## src/rtl/tff_mod_counter.sv

```systemverilog
// Modulo counter built from a bank of T-type cells: hold, up, down and raw toggle-mask modes,
// with parallel load, a wrap pulse and an illegal-value pulse.
module tff_mod_counter #(
  parameter int WIDTH   = 4,
  parameter int MODULUS = 10
) (
  input  logic             c,
  input  logic             rs,
  input  logic             en,
  input  logic [1:0]       mode,
  input  logic [WIDTH-1:0] tmask,
  input  logic             ld,
  input  logic [WIDTH-1:0] d,
  output logic [WIDTH-1:0] q,
  output logic [WIDTH-1:0] qb,
  output logic             wrap,
  output logic             err
);

  generate
    if (WIDTH < 1 || MODULUS < 2 || MODULUS > (2 ** WIDTH)) begin : g_bad_param
      $error("tff_mod_counter: MODULUS must lie in 2..2**WIDTH and WIDTH must be >= 1");
    end
  endgenerate

  // One extra bit so MODULUS == 2**WIDTH is representable in the legality compares.
  localparam logic [WIDTH:0]   MOD_W = (WIDTH + 1)'(MODULUS);
  localparam logic [WIDTH-1:0] MAX_Q = WIDTH'(MODULUS - 1);
  localparam logic [WIDTH-1:0] ONE   = WIDTH'(1);

  typedef enum logic [1:0] {
    MODE_HOLD   = 2'b00,
    MODE_UP     = 2'b01,
    MODE_DOWN   = 2'b10,
    MODE_TOGGLE = 2'b11
  } mode_t;

  logic [WIDTH-1:0] q_reg;
  logic             wrap_reg;
  logic             err_reg;

  logic [WIDTH-1:0] t_next;
  logic             wrap_next;
  logic             err_next;
  logic [WIDTH-1:0] toggled;
  logic [WIDTH-1:0] load_val;
  logic             load_err;

  // Toggle vector: each t bit marks a cell that must flip to reach the wanted next value.
  always_comb begin
    t_next    = '0;
    wrap_next = 1'b0;
    err_next  = 1'b0;
    toggled   = q_reg ^ tmask;
    if (en) begin
      case (mode_t'(mode))
        MODE_UP: begin
          if (q_reg == MAX_Q) begin
            t_next    = q_reg;
            wrap_next = 1'b1;
          end else begin
            t_next = q_reg ^ (q_reg + ONE);
          end
        end
        MODE_DOWN: begin
          if (q_reg == '0) begin
            t_next    = MAX_Q;
            wrap_next = 1'b1;
          end else begin
            t_next = q_reg ^ (q_reg - ONE);
          end
        end
        MODE_TOGGLE: begin
          if ({1'b0, toggled} < MOD_W) begin
            t_next = tmask;
          end else begin
            t_next   = q_reg;
            err_next = 1'b1;
          end
        end
        default: t_next = '0;
      endcase
    end
  end

  always_comb begin
    load_err = !({1'b0, d} < MOD_W);
    load_val = load_err ? '0 : d;
  end

  genvar gi;
  generate
    for (gi = 0; gi < WIDTH; gi++) begin : g_tcell
      always_ff @(posedge c) begin
        if (rs) begin
          q_reg[gi] <= 1'b0;
        end else if (ld) begin
          q_reg[gi] <= load_val[gi];
        end else begin
          q_reg[gi] <= q_reg[gi] ^ t_next[gi];
        end
      end
    end
  endgenerate

  always_ff @(posedge c) begin
    if (rs) begin
      wrap_reg <= 1'b0;
      err_reg  <= 1'b0;
    end else if (ld) begin
      wrap_reg <= 1'b0;
      err_reg  <= load_err;
    end else begin
      wrap_reg <= wrap_next;
      err_reg  <= err_next;
    end
  end

  assign q    = q_reg;
  assign qb   = ~q_reg;
  assign wrap = wrap_reg;
  assign err  = err_reg;

endmodule

```

## config.mk

```make
export PLATFORM = sky130hd
export DESIGN_NAME = tff_mod_counter
export DESIGN_NICKNAME = d
export VERILOG_FILES = /design/src/rtl/tff_mod_counter.sv
export SDC_FILE = /design/constraint.sdc
export NUM_CORES = 1
export LEC_CHECK = 0
export CORE_ASPECT_RATIO = 1.1
export CORE_MARGIN = 2
export CORE_UTILIZATION = 30
export CTS_BUF_LIST = sky130_fd_sc_hd__clkbuf_4 sky130_fd_sc_hd__clkbuf_8
export DETAILED_ROUTE_END_ITERATION = 10
export PLACE_DENSITY = 0.66
export SLEW_MARGIN = 40
export SYNTH_ARGS = -nofsm -noshare
export SYNTH_HDL_FRONTEND = slang
export SYNTH_SLANG_ARGS = --single-unit
```

## constraint.sdc

```tcl
create_clock -name c -period 3 [get_ports c]
set_clock_uncertainty 0.1 [all_clocks]
set_input_delay 0.3 -clock c [delete_from_list [all_inputs] [get_ports c]]
set_output_delay 0.3 -clock c [all_outputs]
set_load 0.01 [all_outputs]
```

==> impl_metrics.toml <==
[run_status]
outcome = "complete, no violations"

[die]
dieArea_um2 = 2940
ios = 24
rows = 19
die_w_um = 51.9
die_h_um = 56.6
start_util_pct = 30.9
coreArea_um2 = 2450

[clocking]
cts_resized = 0
path_clk_slew_ns = 0.05
cts_sinks = 6
cts_tree = "built"
htreeDepth = 1
insertion_delay_ns = 0.25
clockBufferDepth = 2
clockRootBuffer = "clkbuf_4"
postCtsSetupRepairBufs = 0
cts_buffers = 3
hold_buffers = 0

[synthesis]
synth.cell_area_um2 = 756
netlist_top_cells_area = "dfxtp_1 16%, ha_1 12%, mux2i_1 6.6%"
ys.flop_type = "dfxtp_1"
ys_top_cells_by_count = "8 x inv_1, 8 x nor2_1, 7 x a21oi_1, 7 x ha_1"
synthCells = 93
yosysUniqueCellTypes = 35
yosysWarnings = 0
synth_edf_count = 0
synth-async-reset-ratio_pct = 0
yosysTopAreaCell = "dfxtp_1"
yosysTopAreaCellShare_pct = 15.9
ys_seq_area_share_pct = 15.9
synthesis.nets = 114
yosys_register_bits = 6
synth.avg_cell_area_um2 = 8.13

[timing]
max_freq_ghz = 0.497
hold_viol = 0
finalCritPeriodShare_pct = 67.1
setup_viol = 0
relSlewSlack_pct = 66.5
worst_slack_ns = 0.988
fin_crit_ns = 2.01
rsz0062_at_grt = "no"
tightestPinTransition_ns = 0.503
maxSlewViolCount = 0
tns_ns = 0

[route]
routed_wl_um = 1890
drtPass1Iterations = 4
dr.first_iter.drc_count = 14
drcViolationCount = 0
num_vias = 770
wl_per_cell_um = 12.9
ant_nets = 0
vias_per_cell = 5.27

[setup_path]
endpoint_kind = "flip-flop"
crit_chain = "inv_1 > ha_1 > xnor2_1 > o311a_2 > a211oi_2 > mux2i_1 > nand2_1"
slowest_delay_ns = 0.54
worst-path-max-fanout = 9
cp_slowest_cell = "dfxtp_1"
crit_required_ns = 3.04
crit_path_start_kind = "flip-flop"
crit_arrival_ns = 2.05
critical_path_class = "reg2reg"

[job]
drv_cap = 0

[cells_and_area]
largest_reg_flops = 4
area_growth_pct = 33.4
drive_gt1_share_pct = 9.57
nets = 138
fillers = 262
n_antenna_cell = 0

[place]
place.gp.congestion = 0.891
dp_hpwl_um = 1480
dpl_worst_slack_ns = 0.982
port_buffers = 23

[power_and_ir_drop]
power_density_nw_per_um2 = 285
vdd_drop_max_mv = 0.200
power_leakage_nw = 0.435

[grt]
grt_use_total_pct = 14.5
grt_antenna_before_repair = 0
globalRouteOverflowTotal = 0
grt_max_degree = 11
first_global_vias = 716
grt_pass1_wl_um = 3230

[min_path]
holdCritPathClass = "reg2reg"
final timing paths:
| kind | from | end | slack (ns) | cells after the start |
|---|---|---|---|---|
| setup / recovery | q[1] | q[1] | 0.99 | 7 |
| hold / removal | q[0] | q[0] | 0.51 | 2 |
| setup reg to reg | q[1] | q[1] | 0.99 | 7 |
| hold reg to reg | q[0] | q[0] | 0.51 | 2 |
power breakdown:
part / internal, mW / switching (mW)
registers: 0.0844 / 0.0118
logic: 0.0610 / 0.0538
clock network: 0.0454 / 0.0311
logic make-up (layout without fill, tap and decap cells):
kind of cell / count (synthesis) / in the layout / share of synthesized area [%]
AOI/OAI and AO/OA: 24 / 24 / 22.2
xor gates and xnor gates: 4 / 4 / 9.11
adders and majority gates: 7 / 7 / 11.6
buffers and inverters: 13 / 35 / 9.93
DFF: 6 / 6 / 15.9
muxes: 5 / 5 / 6.62
and+or+nand+nor: 34 / 34 / 24.7
cell type report:
| type | count | area (µm²) | area share [%] |
|---|---|---|---|
| inverter | 9 | 36.3 | 3.60 |
| sequential | 6 | 120 | 11.9 |
| timing repair buffer | 23 | 230 | 22.8 |
| tap | 31 | 38.8 | 3.85 |
| multi-input combinational | 74 | 561 | 55.6 |
| clock buffer | 3 | 22.5 | 2.23 |
metrics by stage:
step	hold WS (ns)	instances	util (%)	total power, mW	area [µm²]
after floorplan	0.269	93	-	0.166	756
after global placement	0.491	143	40.3	0.209	986
after detailed placement	0.495	143	40.3	0.212	986
after CTS	0.499	146	41.2	0.291	1010
after global routing	0.518	146	41.2	0.311	1010
final	0.515	146	41.2	0.287	1010
routing by layer:
layer | track usage, % | up-vias | part of all wire, %
met2 | 22.2 | 27 | 48
met4 | 3.38 | 0 | 1.0
met5 | 0 | - | 0
li1 | - | 380 | -
met1 | 18.6 | 359 | 44
met3 | 6.38 | 4 | 6.4
cells in the final DEF (no fill, tap or decap), types with 3 or more instances in the layout:
master	Yosys	layout
mux2i_1	5	5
nand2_1	6	6
clkdlybuf4s50_1	0	23
a21oi_1	7	7
dfxtp_1	6	6
o21ai_0	4	4
clkbuf_4	0	3
ha_1	7	7
nor3_1	3	3
nor2_1	8	8
nand3_1	5	5
inv_1	8	8
critical path: cells and delay by family, from the launching register on:
| kind | cells | cell delay (ns) |
|---|---|---|
| compound gates | 2 | 0.33 |
| xor+xnor | 1 | 0.13 |
| fa+ha+maj | 1 | 0.33 |
| buf+inv | 1 | 0.19 |
| flops | 1 | 0.54 |
| mux | 1 | 0.21 |
| simple gates | 1 | 0.07 |
(Power assumes the default switching activity.)
